File: config.mk
export PLATFORM = sky130hd
export DESIGN_NAME = mem_bus_arbiter
export DESIGN_NICKNAME = d
export VERILOG_FILES = /design/src/rtl/mem_arb_pkg.sv /design/src/rtl/mem_arb_lat_cnt.sv /design/src/rtl/mem_bus_arbiter.sv
export SDC_FILE = /design/constraint.sdc
export NUM_CORES = 1
export LEC_CHECK = 0
export BUFFER_PORTS_ARGS = -buffer_cell sky130_fd_sc_hd__buf_4
export CELL_PAD_IN_SITES_DETAIL_PLACEMENT = 0
export CELL_PAD_IN_SITES_GLOBAL_PLACEMENT = 1
export CORE_ASPECT_RATIO = 0.6
export CORE_MARGIN = 3
export CORE_UTILIZATION = 35
export CTS_CLUSTER_DIAMETER = 100
export DETAILED_ROUTE_END_ITERATION = 8
export MAX_ROUTING_LAYER = met4
export PLACE_DENSITY = 0.85
export SYNTH_ARGS = -nofsm -noshare
export SYNTH_HDL_FRONTEND = slang
export SYNTH_SLANG_ARGS = --single-unit
File: constraint.sdc
create_clock -name clk -period 4.8 [get_ports clk]
set_input_delay 0.48 -clock clk [delete_from_list [all_inputs] [get_ports clk]]
set_output_delay 0.48 -clock clk [all_outputs]
set_load 0.01 [all_outputs]
File: src/rtl/mem_arb_pkg.sv
// ---------------------------------------------------------------------------
// mem_arb_pkg
// Shared constants and types for the memory bus arbiter slice.
//   ARB_STATE_W : width of the debug state output
//   arb_state_t : FSM state encoding (IDLE/GNT_CPU/GNT_DMA/DONE)
//   owner_e     : which requester owns the current access
// ---------------------------------------------------------------------------
package mem_arb_pkg;

  localparam int ARB_STATE_W = 2;

  typedef logic [ARB_STATE_W-1:0] arb_state_t;

  localparam arb_state_t IDLE    = 2'd0;
  localparam arb_state_t GNT_CPU = 2'd1;
  localparam arb_state_t GNT_DMA = 2'd2;
  localparam arb_state_t DONE    = 2'd3;

  typedef enum logic {
    OWN_CPU = 1'b0,
    OWN_DMA = 1'b1
  } owner_e;

endpackage

File: src/rtl/mem_arb_lat_cnt.sv
// ---------------------------------------------------------------------------
// mem_arb_lat_cnt
// Loadable down-counter that times the grant phase of one memory access.
// Ports:
//   clk, reset : clock, asynchronous active-high reset
//   load       : load MEM_LAT-1 (first grant cycle follows)
//   dec        : count down by one while above zero
//   last       : counter is zero, i.e. this is the last grant cycle
// ---------------------------------------------------------------------------
module mem_arb_lat_cnt #(
  parameter int MEM_LAT = 2,
  parameter int CNT_W   = $clog2(MEM_LAT + 1)
) (
  input  logic clk,
  input  logic reset,
  input  logic load,
  input  logic dec,
  output logic last
);

  localparam logic [CNT_W-1:0] LOAD_VAL = CNT_W'(MEM_LAT - 1);

  logic [CNT_W-1:0] cnt_q;
  logic [CNT_W-1:0] cnt_d;

  always_comb begin
    cnt_d = cnt_q;
    if (load) begin
      cnt_d = LOAD_VAL;
    end else if (dec && (cnt_q != '0)) begin
      cnt_d = cnt_q - 1'b1;
    end
  end

  always_ff @(posedge clk or posedge reset) begin
    if (reset) begin
      cnt_q <= '0;
    end else begin
      cnt_q <= cnt_d;
    end
  end

  assign last = (cnt_q == '0);

endmodule

File: src/rtl/mem_bus_arbiter.sv
// ---------------------------------------------------------------------------
// mem_bus_arbiter
// Shares a single-port memory between the multicycle CPU memory interface
// and a read-only DMA requester (display refresh fetcher). One access at a
// time: IDLE -> GNT_x for MEM_LAT cycles -> DONE (ready/ack pulse) -> IDLE.
// Ports:
//   clk, reset               : clock, asynchronous active-high reset
//   cpu_req/we/addr/wdata    : CPU request (level) and access attributes
//   cpu_rdata, cpu_ready     : registered CPU read data, completion pulse
//   dma_req/addr             : DMA read request (level) and address
//   dma_rdata, dma_ack       : registered DMA read data, completion pulse
//   mem_en/we/addr/wdata     : memory port drive
//   mem_rdata                : memory read data, valid on last grant cycle
//   arb_state                : current FSM state for debug
// Build option:
//   MEM_ARB_FAIR_EN : when defined, a starvation counter forces a CPU grant
//                     after MAX_BURST DMA grants made while the CPU waits.
//                     Otherwise arbitration is strict DMA-first.
// ---------------------------------------------------------------------------
module mem_bus_arbiter
  import mem_arb_pkg::*;
#(
  parameter int ADDR_W    = 32,
  parameter int DATA_W    = 32,
  parameter int MEM_LAT   = 2,
  parameter int MAX_BURST = 4
) (
  input  logic                   clk,
  input  logic                   reset,
  input  logic                   cpu_req,
  input  logic                   cpu_we,
  input  logic [ADDR_W-1:0]      cpu_addr,
  input  logic [DATA_W-1:0]      cpu_wdata,
  output logic [DATA_W-1:0]      cpu_rdata,
  output logic                   cpu_ready,
  input  logic                   dma_req,
  input  logic [ADDR_W-1:0]      dma_addr,
  output logic [DATA_W-1:0]      dma_rdata,
  output logic                   dma_ack,
  output logic                   mem_en,
  output logic                   mem_we,
  output logic [ADDR_W-1:0]      mem_addr,
  output logic [DATA_W-1:0]      mem_wdata,
  input  logic [DATA_W-1:0]      mem_rdata,
  output logic [ARB_STATE_W-1:0] arb_state
);

  if (MEM_LAT < 1 || MAX_BURST < 1) begin : g_bad_param
    $error("mem_bus_arbiter: MEM_LAT and MAX_BURST must be >= 1");
  end

  arb_state_t        state_q, state_d;
  owner_e            owner_q, owner_d;
  logic [ADDR_W-1:0] addr_q, addr_d;
  logic [DATA_W-1:0] wdata_q, wdata_d;
  logic              we_q, we_d;
  logic              first_q, first_d;
  logic [DATA_W-1:0] cpu_rdata_q, cpu_rdata_d;
  logic [DATA_W-1:0] dma_rdata_q, dma_rdata_d;

  logic in_grant;
  logic cnt_load;
  logic cnt_last;
  logic cpu_forced;
  logic pick_dma;

  assign in_grant = (state_q == GNT_CPU) || (state_q == GNT_DMA);

`ifdef MEM_ARB_FAIR_EN
  localparam int SW = $clog2(MAX_BURST + 1);

  logic [SW-1:0] starv_q, starv_d;

  assign cpu_forced = (starv_q == SW'(MAX_BURST));

  // Count DMA wins while the CPU is waiting; any CPU grant or an idle
  // cycle without a CPU request means the CPU is no longer starved.
  always_comb begin
    starv_d = starv_q;
    if (state_q == IDLE) begin
      if (!cpu_req) begin
        starv_d = '0;
      end else if (pick_dma) begin
        starv_d = starv_q + 1'b1;
      end else begin
        starv_d = '0;
      end
    end
  end

  always_ff @(posedge clk or posedge reset) begin
    if (reset) begin
      starv_q <= '0;
    end else begin
      starv_q <= starv_d;
    end
  end
`else
  assign cpu_forced = 1'b0;
`endif

  // DMA wins unless the CPU is waiting and has been starved long enough.
  assign pick_dma = dma_req && !(cpu_req && cpu_forced);

  always_comb begin
    state_d     = state_q;
    owner_d     = owner_q;
    addr_d      = addr_q;
    wdata_d     = wdata_q;
    we_d        = we_q;
    first_d     = first_q;
    cpu_rdata_d = cpu_rdata_q;
    dma_rdata_d = dma_rdata_q;
    cnt_load    = 1'b0;
    case (state_q)
      IDLE: begin
        if (pick_dma) begin
          state_d  = GNT_DMA;
          owner_d  = OWN_DMA;
          addr_d   = dma_addr;
          wdata_d  = '0;
          we_d     = 1'b0;
          first_d  = 1'b1;
          cnt_load = 1'b1;
        end else if (cpu_req) begin
          state_d  = GNT_CPU;
          owner_d  = OWN_CPU;
          addr_d   = cpu_addr;
          wdata_d  = cpu_wdata;
          we_d     = cpu_we;
          first_d  = 1'b1;
          cnt_load = 1'b1;
        end
      end
      GNT_CPU, GNT_DMA: begin
        first_d = 1'b0;
        if (cnt_last) begin
          state_d = DONE;
          if (owner_q == OWN_DMA) begin
            dma_rdata_d = mem_rdata;
          end else if (!we_q) begin
            cpu_rdata_d = mem_rdata;
          end
        end
      end
      default: begin
        state_d = IDLE;
      end
    endcase
  end

  always_ff @(posedge clk or posedge reset) begin
    if (reset) begin
      state_q     <= IDLE;
      owner_q     <= OWN_CPU;
      addr_q      <= '0;
      wdata_q     <= '0;
      we_q        <= 1'b0;
      first_q     <= 1'b0;
      cpu_rdata_q <= '0;
      dma_rdata_q <= '0;
    end else begin
      state_q     <= state_d;
      owner_q     <= owner_d;
      addr_q      <= addr_d;
      wdata_q     <= wdata_d;
      we_q        <= we_d;
      first_q     <= first_d;
      cpu_rdata_q <= cpu_rdata_d;
      dma_rdata_q <= dma_rdata_d;
    end
  end

  mem_arb_lat_cnt #(
    .MEM_LAT (MEM_LAT)
  ) u_lat_cnt (
    .clk   (clk),
    .reset (reset),
    .load  (cnt_load),
    .dec   (in_grant),
    .last  (cnt_last)
  );

  // Every output is a register or a decode of registered state only.
  assign mem_en    = in_grant;
  assign mem_we    = (state_q == GNT_CPU) && we_q && first_q;
  assign mem_addr  = addr_q;
  assign mem_wdata = wdata_q;
  assign cpu_ready = (state_q == DONE) && (owner_q == OWN_CPU);
  assign dma_ack   = (state_q == DONE) && (owner_q == OWN_DMA);
  assign cpu_rdata = cpu_rdata_q;
  assign dma_rdata = dma_rdata_q;
  assign arb_state = state_q;

endmodule
# After elaboration in Yosys (flattened, before gate mapping)
# Index checks and enable logic that the tools add are counted.
[op_classes] add_sub_neg=1 eq_ne=5 mux=20 n_bitwise=2 n_reduce_logical=18
[op_table] operator="2-to-1 mux 32 bit" count=4
[op_table] operator="2-to-1 mux 2 bit" count=5
[op_table] operator="2-to-1 mux 1 bit" count=9
[op_table] operator="nonzero test 2 bit" count=4
[op_table] operator="AND reduction 2 bit" count=3
[op_table] operator="logical AND 1 bit" count=5
[op_table] operator="equality test 2 bit (second input constant)" count=2
[op_table] operator="logical NOT 2 bit" count=2
[op_table] operator="case mux 2 bit (2 select lines)" count=1
[op_table] operator="AND reduction 4 bit" count=1
[op_table] operator="inequality test 3 bit (second input constant)" count=1
[op_table] operator="AND reduction 3 bit" count=1
[op_table] operator="equality test 2 x 1 -> 1 bit (second input constant)" count=1
[op_table] operator="inequality test 2 bit (second input constant)" count=1
[op_table] operator="NOT 1 bit" count=2
[op_table] operator="case mux 1 bit (2 select lines)" count=1
[op_table] operator="OR reduction 2 bit" count=1
[op_table] operator="subtractor 2 x 1 -> 2 bit (second input constant)" count=1
[op_table] operator="logical OR 1 bit" count=1
[word_totals] register_bits=135 inputBits=133 output_inout_bits=134 word_cells=55

# Depth between registers and ports, before layout
# Gate-level depths: netlist of run 1.
[depth] word_depth=5 mapped_depth=7 ltp_nobuf=5

# Hierarchy
# A second synthesis of run 1 with hierarchy kept.
[hier_totals] hier_cells=394 area_unflattened_um2=5427.7
[by_module_without_submodules] module="mem_bus_arbiter" instances=1 cells_each=382 area_per_inst_um2=5307.6
[by_module_without_submodules] module="mem_arb_lat_cnt" instances=1 cells_each=12 area_per_inst_um2=120.1

# Worst setup path before layout of run 1
# OpenSTA, ideal clock, no wires.
[synth_path] path_type="reg-to-reg" start="reg state_q[0] (netlist: arb_state[0])" end="reg cpu_rdata_q[20] (netlist: cpu_rdata[20])" t_arrival_ns=1.721 setup_slack_ns=2.954 path_stages_with_launch=7 n_path_buf=1 path_cell_list="dfrtp_1 inv_1 ha_1 nand2_1 nor3_4 buf_4 mux2_2"
[synth_between] elab_chain_len=3
[synth_rtl] element="from (decl)" line="mem_bus_arbiter.sv:52" source="arb_state_t state_q, state_d;"
[synth_rtl] element="from (signal assigned)" line="mem_bus_arbiter.sv:163" source="state_q <= state_d;"
[synth_rtl] element="equality test 2 x 1 -> 1 bit or equality test 2 bit (tied branches)" line="mem_bus_arbiter.sv:115" source="case (state_q)"
[synth_rtl] element="OR reduction 2 bit *" line="mem_bus_arbiter.sv:115"
[synth_rtl] element="AND reduction 4 bit (no line) *"
[synth_rtl] element="to (signal assigned)" line="mem_bus_arbiter.sv:169" source="cpu_rdata_q <= cpu_rdata_d;"
[synth_rtl] element="to (decl)" line="mem_bus_arbiter.sv:58" source="logic [DATA_W-1:0] cpu_rdata_q, cpu_rdata_d;"
# Every way passes the cells marked *; elsewhere a longest branch is shown, timed or not.
# A chain may end at the register's enable or synchronous reset.

# Worst setup path after layout of run 1
[layout_path] start="in dma_req" end="reg addr_q[30] (netlist: mem_addr[30])"
[layout_between] elab_chain_len=2
[layout_rtl] element="from (decl)" line="mem_bus_arbiter.sv:36" source="input logic dma_req,"
[layout_rtl] element="nonzero test 2 bit (no line)"
[layout_rtl] element="AND reduction 2 bit (no line)"
[layout_rtl] element="to (signal assigned)" line="mem_bus_arbiter.sv:165" source="addr_q <= addr_d;"
[layout_rtl] element="to (decl)" line="mem_bus_arbiter.sv:54" source="logic [ADDR_W-1:0] addr_q, addr_d;"
# Several ways; a longest one is shown, not always the timed one.

==> reports/qor.txt, run 1 <==
CTS Sinks -> 135
H-tree Lvls -> 4
CTS clk-pin slew, worst paths -> 0.06 ns
Die Span Y -> 102 µm
Root Driver -> clkbuf_16
Die area -> 0.0169 mm²
PwrDens -> 707 mW/mm²
Total wire length -> 13900 µm
Share of the synthesized area in the top cell type -> 0.630
Max Transition Viols Final -> 0
Number of synthesized flops with an enable pin -> 0
Main flop type after synthesis -> dfrtp_1
Worst-margin pin slew -> 0.987 ns
Share of layout cells above drive strength 1 -> 0.557
Worst VDD drop -> 0.000286 V
Initial antenna violation count -> 0
Tmin final -> 2.13 ns
Logic pwr share -> 0.407
DRT antenna net count -> 0
Fin util -> 0.555
First-pass GRT wire length -> 21800 µm
Area grow syn2layout -> 52.4%
Hold WC Path Type -> in -> async
Worst r2r dst -> cpu_rdata[8]$_DFFE_PP0P_
Clk_lat worst skew -> 0.40 ns
Drt pass-1 iters -> 6
Status -> finished clean
DP HPWL -> 10200 µm
Hold Fails Final Rpt -> 0
Synth cell count leaders -> dfrtp_1 (135), mux2_2 (65), nand2_1 (36), a22o_1 (34)
All-Layer GR Usage -> 0.166
FILL cells -> 1258
Asr flop ratio synth -> 1.00
Vias in the first global route -> 4211
Clock buffer depth -> 2
Rows -> 34
Antenna Cells -> 0
Synth Area per Inst -> 13.9 µm²
Post-Syn Area -> 0.00536 mm²
Setup crit start -> dma_req
Count leader, synth -> dfrtp_1
Core Region -> 0.0147 mm²
WP data required -> 5.05 ns
Final setup violation count -> 0
CP Launch Type -> input pin
FF-to-FF path depth -> 6
Pleak -> 4.09 nW
CTS tree -> yes
Number of library cell types mapped by synthesis -> 23
Port Buf Inserts -> 266
Net Sw Frac -> 0.325
Post-CTS Hold Fix Bufs -> 0
Largest net degree at the start of global routing -> 86
Die Wd -> 166 µm
Worst R2R Setup Slack -> 2.72 ns
Max-cap violations -> 0
Total Power -> 5.78 mW
Critical Path AT -> 2.39 ns
Layout Nets -> 792
Worst-path fanout max -> 61
Fmax -> 469 MHz
Yosys reg bits -> 135
Gr ovfl total -> 0
Crit Path Class -> in -> reg
Wire per inst -> 16.1 µm
Syn nets -> 525
Post-CTS setup buffers -> 0
DRC viols -> 0
Cts repair resizes -> 0
Synth Instances -> 387
Gpl congestion -> 0.755
Clock power share -> 0.237
RSZ-0062 raised after global routing -> false
RR Startpoint -> arb_state[0]$_DFFE_PP0P_
Synth warn -> 0
DRT iter0 DRCs -> 217
Fin crit share -> 0.444
Total negative setup slack -> 0 ns
Post-synthesis sequential area ratio -> 0.630
Internal power -> 3.90 mW
Vias/cell -> 4.75
Psw -> 1.88 mW
TritonCTS buffer count -> 17
Starting Density -> 0.364
CP endpoint kind -> flop
IO Count -> 267
Cell taking the most area after synthesis -> dfrtp_1
Seq pwr share -> 0.357
Relative slew margins -> 0.340
Clock Skew -> 0.0111 ns
Vias -> 4100
Top post-synthesis cells by area -> dfrtp_1 (63%), mux2_2 (14%), mux2i_1 (6.0%)
-- per-layer routing --
layer  global-route usage  wire length (µm)  part of all wire
met1                0.211              6200              0.45
met2                0.265              6650              0.48
met3               0.0475               893             0.064
met4               0.0428               142             0.010
met5                    -                 0                 0
-- state kept, by name, indices dropped and copies added, names as in the netlist --
register	cells
cpu_rdata	32
dma_rdata	32
mem_addr	32
mem_wdata	32
arb_state	2
u_lat_cnt.cnt_q	2
first_q	1
owner_q	1
we_q	1
-- metrics by stage --
stage	setup WS, ns	hold WS [ns]	instance area, µm²	cells
global placement	2.33	0.464	7530	832
floorplan	0.709	0.473	5360	387
global route	2.47	0.240	8170	864
detailed placement	2.22	0.472	7530	832
finish	2.67	0.188	8170	864
CTS	2.52	0.236	8160	863
-- worst max-delay path by stage --
stage / depth (start not counted) / slack [ns] / to
6_report: 4 / 2.67 / mem_addr[30]$_DFFE_PP0N_
5_1_grt: 4 / 2.47 / mem_addr[15]$_DFFE_PP0N_
4_1_cts: 5 / 2.52 / mem_wdata[1]$_DFFE_PP0N_
3_5_place_dp: 4 / 2.22 / mem_addr[20]$_DFFE_PP0N_
3_3_place_gp: 4 / 2.33 / mem_addr[0]$_DFFE_PP0N_
2_1_floorplan: 1 / 0.71 / arb_state[0]$_DFFE_PP0P_
-- cell families (layout without fill, tap and decap cells) --
| logic type | after synthesis | in the layout | share of synthesized area |
|---|---|---|---|
| flip-flops | 135 | 135 | 0.630 |
| multiplexers | 99 | 99 | 0.200 |
| AO/OA/AOI/OAI | 72 | 72 | 0.0926 |
| AND/OR/NAND/NOR | 46 | 46 | 0.0371 |
| buffers and inverters | 29 | 308 | 0.0266 |
| adder cells (fa/ha/maj) | 5 | 5 | 0.0117 |
| XOR/XNOR | 1 | 1 | 0.00163 |
-- final cells by class --
cell class / count / area, µm² / share of cell area
Tap cell: 198 / 248 / 0.0303
Clock inverter: 14 / 200 / 0.0245
Multi-Input combinational cell: 223 / 1850 / 0.227
Inverter: 6 / 27.5 / 0.00337
Sequential cell: 135 / 3380 / 0.413
Timing Repair Buffer: 271 / 2040 / 0.250
Clock buffer: 17 / 425 / 0.0521
-- power by group through the flow --
stage / Combinational, mW / Clock, mW / Sequential (mW)
floorplan: 0.921 / 0 / 2.29
global placement: 2.34 / 0 / 2.05
detailed placement: 2.39 / 0 / 2.08
CTS: 2.39 / 1.41 / 2.06
global route: 2.55 / 1.47 / 2.14
finish: 2.35 / 1.37 / 2.06
-- layout by cell type (no fill, tap or decap), drive strengths merged, types with 4 or more instances in the layout --
master  Yosys  layout
buf        15     271
inv         6       8
dfrtp     135     135
clkbuf      8      17
ha          5       5
a22o       34      34
nand2      36      36
bufinv      0       4
clkinv      0       5
a21oi       4       4
mux2i      32      32
o21ai      33      33
mux2       67      67
-- worst max-delay path, stage by stage --
cell and delay, ns:
buf_4 0.29, o21ai_4 0.85, buf_4 0.56, o21ai_0 0.17
(Power assumes the default switching activity.)
==> run 2, diff against run 1 <==
==> constraint.sdc (replaced) <==
create_clock -name clk -period 2.1 [get_ports clk]
set_input_delay 0.21 -clock clk [delete_from_list [all_inputs] [get_ports clk]]
set_output_delay 0.21 -clock clk [all_outputs]
set_load 0.01 [all_outputs]
==> reports/qor.txt, run 2 (synthesis results as in run 1) <==
Psw -> 4.41 mW (was 1.88 mW)
Worst-path fanout max -> 32 (was 61)
Final setup violation count -> 0 (unchanged)
Gr ovfl total -> 0 (unchanged)
Post-Layout Cell Count -> 874 (was 864)
Dpl cells -> 837 (was 832)
Clock power share -> 0.238 (was 0.237)
CP Launch Type -> flop (was input pin)
Cts repair resizes -> 0 (unchanged)
Most frequent cells in the layout -> buf_4 (269), dfrtp_1 (135), mux2_2 (65) (was buf_4 (270), dfrtp_1 (135), mux2_2 (65))
Die area -> 0.0169 mm² (unchanged)
Worst-margin pin slew -> 0.616 ns (was 0.987 ns)
Antenna Cells -> 0 (unchanged)
Critical Path AT -> 2.18 ns (was 2.39 ns)
Hold Fails Final Rpt -> 0 (unchanged)
Port Buf Inserts -> 266 (unchanged)
Fmax -> 525 MHz
PwrDens -> 1610 mW/mm² (was 707 mW/mm²)
CTS Sinks -> 135 (unchanged)
Worst R2R Setup Slack -> 0.20 ns (was 2.72 ns)
DRC viols -> 0 (unchanged)
Total wire length -> 14600 µm (was 13900 µm)
Max Transition Viols Final -> 0 (unchanged)
Layout Nets -> 801 (was 792)
Vias in the first global route -> 4487 (was 4211)
Clk_lat worst skew -> 0.40 ns (about the same)
Max layer used -> met4 (unchanged)
Internal power -> 9.06 mW (was 3.90 mW)
Clock buffer depth -> 2 (unchanged)
Rows -> 34 (unchanged)
Hold WC Path Type -> in -> reg (was in -> async)
Placed inst area -> 0.00765 mm² (was 0.00753 mm²)
Design area -> 0.00834 mm² (was 0.00817 mm²)
Total Power -> 13.5 mW (was 5.78 mW)
Gpl congestion -> 0.781 (was 0.755)
CTS tree -> yes (unchanged)
DRT iter0 DRCs -> 104 (was 217)
All-Layer GR Usage -> 0.175 (was 0.166)
Area grow syn2layout -> 55.5% (was 52.4%)
Core Region -> 0.0147 mm² (unchanged)
Starting Density -> 0.364 (unchanged)
DRT antenna net count -> 0 (unchanged)
Logic pwr share -> 0.410 (was 0.407)
Final hold slack -> 0.0200 ns (was 0.188 ns)
First-pass GRT wire length -> 22900 µm (was 21800 µm)
WP data required -> 2.38 ns (was 5.05 ns)
Vias -> 4074 (was 4100)
Status -> finished clean (unchanged)
Max-cap violations -> 0 (unchanged)
Total negative setup slack -> 0 ns (unchanged)
Share of layout cells above drive strength 1 -> 0.555 (was 0.557)
Die Span Y -> 102 µm (unchanged)
Clock Skew -> 0.0112 ns (was 0.0111 ns)
CP endpoint kind -> flop (unchanged)
IO Count -> 267 (unchanged)
CTS clk-pin slew, worst paths -> 0.06 ns (about the same)
Commonest non-fill, non-tap cell in the layout -> buf_4 (unchanged)
Net Sw Frac -> 0.327 (was 0.325)
Worst VDD drop -> 0.000725 V (was 0.000286 V)
Fin crit share -> 0.907
Metal3 WL -> 924 µm (was 893 µm)
Pleak -> 4.16 nW (was 4.09 nW)
TritonCTS buffer count -> 17 (unchanged)
DP HPWL -> 11000 µm (was 10200 µm)
WL met2 -> 7060 µm (was 6650 µm)
Tmin final -> 1.90 ns
RSZ-0062 raised after global routing -> false (unchanged)
Wl on met1 -> 6480 µm (was 6200 µm)
Crit Path Class -> reg -> reg (was in -> reg)
Vias/cell -> 4.66 (was 4.75)
Drt pass-1 iters -> 4 (was 6)
Initial antenna violation count -> 0 (unchanged)
Seq pwr share -> 0.352 (was 0.357)
H-tree Lvls -> 4 (unchanged)
Largest net degree at the start of global routing -> 64 (was 86)
Die Wd -> 166 µm (unchanged)
Wire per inst -> 16.6 µm (was 16.1 µm)
Root Driver -> clkbuf_16 (unchanged)
FILL cells -> 1236 (was 1258)
Relative slew margins -> 0.588 (was 0.340)
## run 2: what timing repair did
item | CTS | global route
buffers inserted | 0 | 0
hold endpoints to repair | 13 | 2
hold buffers | 3 | 2
## run 2: stage by stage
stage                     utilization  setup slack [ns]
after floorplan                     -             0.211
after global placement          0.520             0.298
after detailed placement        0.520             0.193
after CTS                       0.565             0.179
after global routing            0.566            0.0555
final                           0.566             0.196
## run 2: path summary, 6_finish.rpt
check                                              start  depth (start not counted)                         to
worst max-delay path            arb_state[0]$_DFFE_PP0P_                          6  cpu_rdata[13]$_DFFE_PP0P_
worst min-delay path                       cpu_wdata[16]                          2  mem_wdata[16]$_DFFE_PP0N_
worst max register to register  arb_state[0]$_DFFE_PP0P_                          6  cpu_rdata[13]$_DFFE_PP0P_
worst min register to register  mem_addr[17]$_DFFE_PP0N_                          2   mem_addr[17]$_DFFE_PP0N_
max in group asynchronous                          reset                          4  cpu_rdata[18]$_DFFE_PP0P_
min in group asynchronous                          reset                          3  mem_wdata[10]$_DFFE_PP0N_
## run 2: worst max-delay path, stage by stage (launching register included)
cell	delay, ns
dfrtp_1	0.42
inv_1	0.09
ha_1	0.38
nand2_1	0.12
nor3_4	0.16
buf_12	0.24
mux2_2	0.36
## run 2: power by group through the flow
stage	registers [mW]	clock network, mW	logic, mW
after floorplan	5.24	0	2.11
after CTS	4.74	3.28	5.62
after global routing	4.90	3.42	5.99
after global placement	4.68	0	5.47
after detailed placement	4.76	0	5.61
final	4.74	3.20	5.52
## run 2: final cells by class
cell class / count / area (µm²) / area share
timing repair buffer: 280 / 2190 / 0.263
sequential: 135 / 3380 / 0.405
clock inverter: 12 / 191 / 0.0230
inverter: 6 / 26.3 / 0.00315
clock buffer: 20 / 447 / 0.0536
tap: 198 / 248 / 0.0297
multi-input combinational: 223 / 1860 / 0.223
## run 2: metal layers
metal / track usage / vias to the layer above
li1: - / 1928
met5: - / -
met2: 0.283 / 147
met4: 0.0371 / 0
met1: 0.217 / 1993
met3: 0.0603 / 6
==> run 3, diff against run 2 <==
--- a/config.mk
+++ b/config.mk
@@ -5,16 +5,19 @@
 export SDC_FILE = /design/constraint.sdc
 export NUM_CORES = 1
 export LEC_CHECK = 0
+export ABC_AREA = 1
 export BUFFER_PORTS_ARGS = -buffer_cell sky130_fd_sc_hd__buf_4
 export CELL_PAD_IN_SITES_DETAIL_PLACEMENT = 0
 export CELL_PAD_IN_SITES_GLOBAL_PLACEMENT = 1
 export CORE_ASPECT_RATIO = 0.6
 export CORE_MARGIN = 3
-export CORE_UTILIZATION = 35
+export CORE_UTILIZATION = 33
 export CTS_CLUSTER_DIAMETER = 100
 export DETAILED_ROUTE_END_ITERATION = 8
 export MAX_ROUTING_LAYER = met4
 export PLACE_DENSITY = 0.85
+export REMOVE_ABC_BUFFERS = 1
+export SETUP_SLACK_MARGIN = 0.05
 export SYNTH_ARGS = -nofsm -noshare
 export SYNTH_HDL_FRONTEND = slang
 export SYNTH_SLANG_ARGS = --single-unit
==> reports/qor.txt, run 3 <==
CTS Sinks -> 135 (unchanged)
Tmin final -> 1.80 ns (was 1.90 ns)
Largest net degree at the start of global routing -> 58 (was 64)
Post-Layout Cell Count -> 1179 (was 874)
Worst-margin pin slew -> 0.465 ns (was 0.616 ns)
Internal power -> 8.29 mW (was 9.06 mW)
Drt pass-1 iters -> 5 (was 4)
Die area -> 0.0191 mm² (was 0.0169 mm²)
CP Launch Type -> flop (unchanged)
Antenna Cells -> 0 (unchanged)
CTS tree -> yes (unchanged)
Hold WC Path Type -> in -> reg (unchanged)
Area grow syn2layout -> 50.3% (was 55.5%)
Max Transition Viols Final -> 0 (unchanged)
DRC viols -> 0 (unchanged)
Final setup violation count -> 0 (unchanged)
Wire per inst -> 15.0 µm (was 16.6 µm)
Synth Area per Inst -> 8.50 µm² (was 13.9 µm²)
Layout Nets -> 1076 (was 801)
Core Region -> 0.0167 mm² (was 0.0147 mm²)
TritonCTS buffer count -> 17 (unchanged)
Total wire length -> 17600 µm (was 14600 µm)
Die Span Y -> 108 µm (was 102 µm)
Net Sw Frac -> 0.367 (was 0.327)
Port Buf Inserts -> 266 (unchanged)
CP cell instances -> inv_1, ha_1, nand2_1, inv_2, nand3_4, buf_12, nand2_1, o21ai_0 (was inv_1, ha_1, nand2_1, nor3_4, buf_12, mux2_2)
Psw -> 4.80 mW (was 4.41 mW)
Worst VDD drop -> 0.000592 V (was 0.000725 V)
Hold Fails Final Rpt -> 0 (unchanged)
Share of layout cells above drive strength 1 -> 0.335 (was 0.555)
IO Count -> 267 (unchanged)
DP HPWL -> 12900 µm (was 11000 µm)
Top post-synthesis cells by area -> dfrtp_1 (59%), nand2_1 (16%), o21ai_0 (7.6%) (was dfrtp_1 (63%), mux2_2 (14%), mux2i_1 (6.0%))
Crit Path Class -> reg -> reg (unchanged)
Main flop type after synthesis -> dfrtp_1 (unchanged)
Pleak -> 4.85 nW (was 4.16 nW)
DRT iter0 DRCs -> 311 (was 104)
First-pass GRT wire length -> 27800 µm (was 22900 µm)
Rows -> 36 (was 34)
Vias in the first global route -> 5233 (was 4487)
Yosys reg bits -> 135 (unchanged)
Post-synthesis sequential area ratio -> 0.586 (was 0.630)
Number of library cell types mapped by synthesis -> 20 (was 23)
Starting Density -> 0.346 (was 0.364)
Critical Path AT -> 2.07 ns (was 2.18 ns)
Fin crit share -> 0.857 (was 0.907)
Slowest library cell on the worst path -> dfrtp_1 (unchanged)
CTS clk-pin slew, worst paths -> 0.07 ns (was 0.06 ns)
Dpl cells -> 1146 (was 837)
RSZ-0062 raised after global routing -> false (unchanged)
Total negative setup slack -> 0 ns (unchanged)
Root Driver -> clkbuf_16 (unchanged)
Seq pwr share -> 0.350 (was 0.352)
Share of the synthesized area in the top cell type -> 0.586 (was 0.630)
Clock power share -> 0.236 (was 0.238)
Max-cap violations -> 0 (unchanged)
Synth Instances -> 678 (was 387)
Vias/cell -> 4.53 (was 4.66)
Max incr delay on CP -> 0.42 ns (about the same)
Logic pwr share -> 0.414 (was 0.410)
Design area -> 0.00866 mm² (was 0.00834 mm²)
Dpl ws -> 0.325 ns (was 0.193 ns)
Placed inst area -> 0.00803 mm² (was 0.00765 mm²)
Worst-path fanout max -> 42 (was 32)
Die Wd -> 177 µm (was 166 µm)
Vias -> 5335 (was 4074)
Gpl congestion -> 0.817 (was 0.781)
Fmax -> 556 MHz (was 525 MHz)
WP data required -> 2.37 ns (was 2.38 ns)
PwrDens -> 1510 mW/mm² (was 1610 mW/mm²)
Asr flop ratio synth -> 1.00 (unchanged)
Clock buffer depth -> 2 (unchanged)
Relative slew margins -> 0.690 (was 0.588)
Synth cell count leaders -> nand2_1 (243), dfrtp_1 (135), o21ai_0 (88), inv_1 (76), nand3_1 (65) (was dfrtp_1 (135), mux2_2 (65), nand2_1 (36), a22o_1 (34))
Synth warn -> 0 (unchanged)
Final hold slack -> 0.0375 ns (was 0.0200 ns)
Post-Syn Area -> 0.00576 mm² (was 0.00536 mm²)
DRT antenna net count -> 0 (unchanged)
Final WS setup -> 0.301 ns (was 0.196 ns)
Gr ovfl total -> 0 (unchanged)
Clk_lat worst skew -> 0.41 ns (was 0.40 ns)
CP endpoint kind -> flop (unchanged)
Clock Skew -> 0.0146 ns (was 0.0112 ns)
H-tree Lvls -> 4 (unchanged)
Number of synthesized flops with an enable pin -> 0 (unchanged)
Initial antenna violation count -> 0 (unchanged)
Most frequent cells in the layout -> buf_4 (272), nand2_1 (242), dfrtp_1 (135) (was buf_4 (269), dfrtp_1 (135), mux2_2 (65))
Commonest non-fill, non-tap cell in the layout -> buf_4 (unchanged)
Count leader, synth -> nand2_1 (was dfrtp_1)
All-Layer GR Usage -> 0.190 (was 0.175)
Cell taking the most area after synthesis -> dfrtp_1 (unchanged)
Most used cell, CP -> nand2_1
Status -> finished clean (unchanged)
[run 3: cell types whose count changed in the layout (fill, tap and decap cells not counted), sizes merged, moves of 34 or more]
| cell | delta |
|---|---|
| mux2 | -67 |
| nand2 | +210 |
| a22o | -34 |
| nand3 | +66 |
| o21ai | +66 |
| inv | +75 |
[run 3: layout make-up]
class	instances	area, µm²
Clock buffer	18	429
Timing Repair Buffer	280	2190
Clock inverter	14	186
Sequential cell	135	3380
Multi-Input combinational cell	426	1890
Tap cell	228	285
Fill cell	1564	8010
Inverter	78	300
[run 3: power groups by stage]
stage	combinational [mW]	clock, mW	sequential (mW)
3_3_place_gp	5.42	0	4.60
4_1_cts	5.52	3.17	4.58
2_1_floorplan	1.91	0	5.05
5_1_grt	6.02	3.30	4.74
3_5_place_dp	5.52	0	4.57
6_report	5.42	3.09	4.58
[run 3: what timing repair did]
item / in CTS / in global routing
buffers inserted: 0 / 0
endpoints found under the setup margin: 0 / 0
hold buffers: 1 / 0
hold endpoints to repair: 48 / 0
resized for setup: 0 / 0
[run 3: critical path: cells and delay by family, from the launching register on]
family / cells / cell delay (ns)
compound gates: 1 / 0.08
flops: 1 / 0.42
fa+ha+maj: 1 / 0.36
buf+inv: 3 / 0.43
simple gates: 3 / 0.35
[run 3: cells by family (layout without fill, tap and decap cells)]
| kind of cell | Yosys count | in the layout | synth area share |
|---|---|---|---|
| buf+inv | 117 | 390 | 0.0862 |
| compound gates | 103 | 103 | 0.0895 |
| flops | 135 | 135 | 0.586 |
| fa+ha+maj | 5 | 5 | 0.0109 |
| simple gates | 318 | 318 | 0.227 |
[run 3: per-layer routing]
layer | wire length (µm) | GRT usage | up-vias
met1 | 8190 | 0.253 | 2462
met3 | 1770 | 0.0733 | 13
met4 | 140 | 0.0415 | 0
met2 | 7530 | 0.276 | 205
met5 | 0 | - | -
li1 | - | - | 2655
[run 3: path summary, 6_finish.rpt]
path                                                start                        end  slack (ns)  cells after the start
max in group asynchronous                           reset   mem_addr[23]$_DFFE_PP0N_        1.09                      4
worst max register to register   arb_state[0]$_DFFE_PP0P_  cpu_rdata[17]$_DFFE_PP0P_        0.30                      8
min in group asynchronous                           reset  cpu_rdata[27]$_DFFE_PP0P_        0.39                      3
worst min-delay path                        cpu_wdata[26]  mem_wdata[26]$_DFFE_PP0N_        0.04                      3
worst max-delay path             arb_state[0]$_DFFE_PP0P_  cpu_rdata[17]$_DFFE_PP0P_        0.30                      8
worst min register to register  dma_rdata[30]$_DFFE_PP0P_  dma_rdata[30]$_DFFE_PP0P_        0.48                      2
[run 3: stage by stage]
step                      power [mW]  utilization
after detailed placement        10.1        0.482
after global routing            14.1        0.520
after global placement          10.0        0.482
final                           13.1        0.520
after floorplan                 6.96            -
after CTS                       13.3        0.520
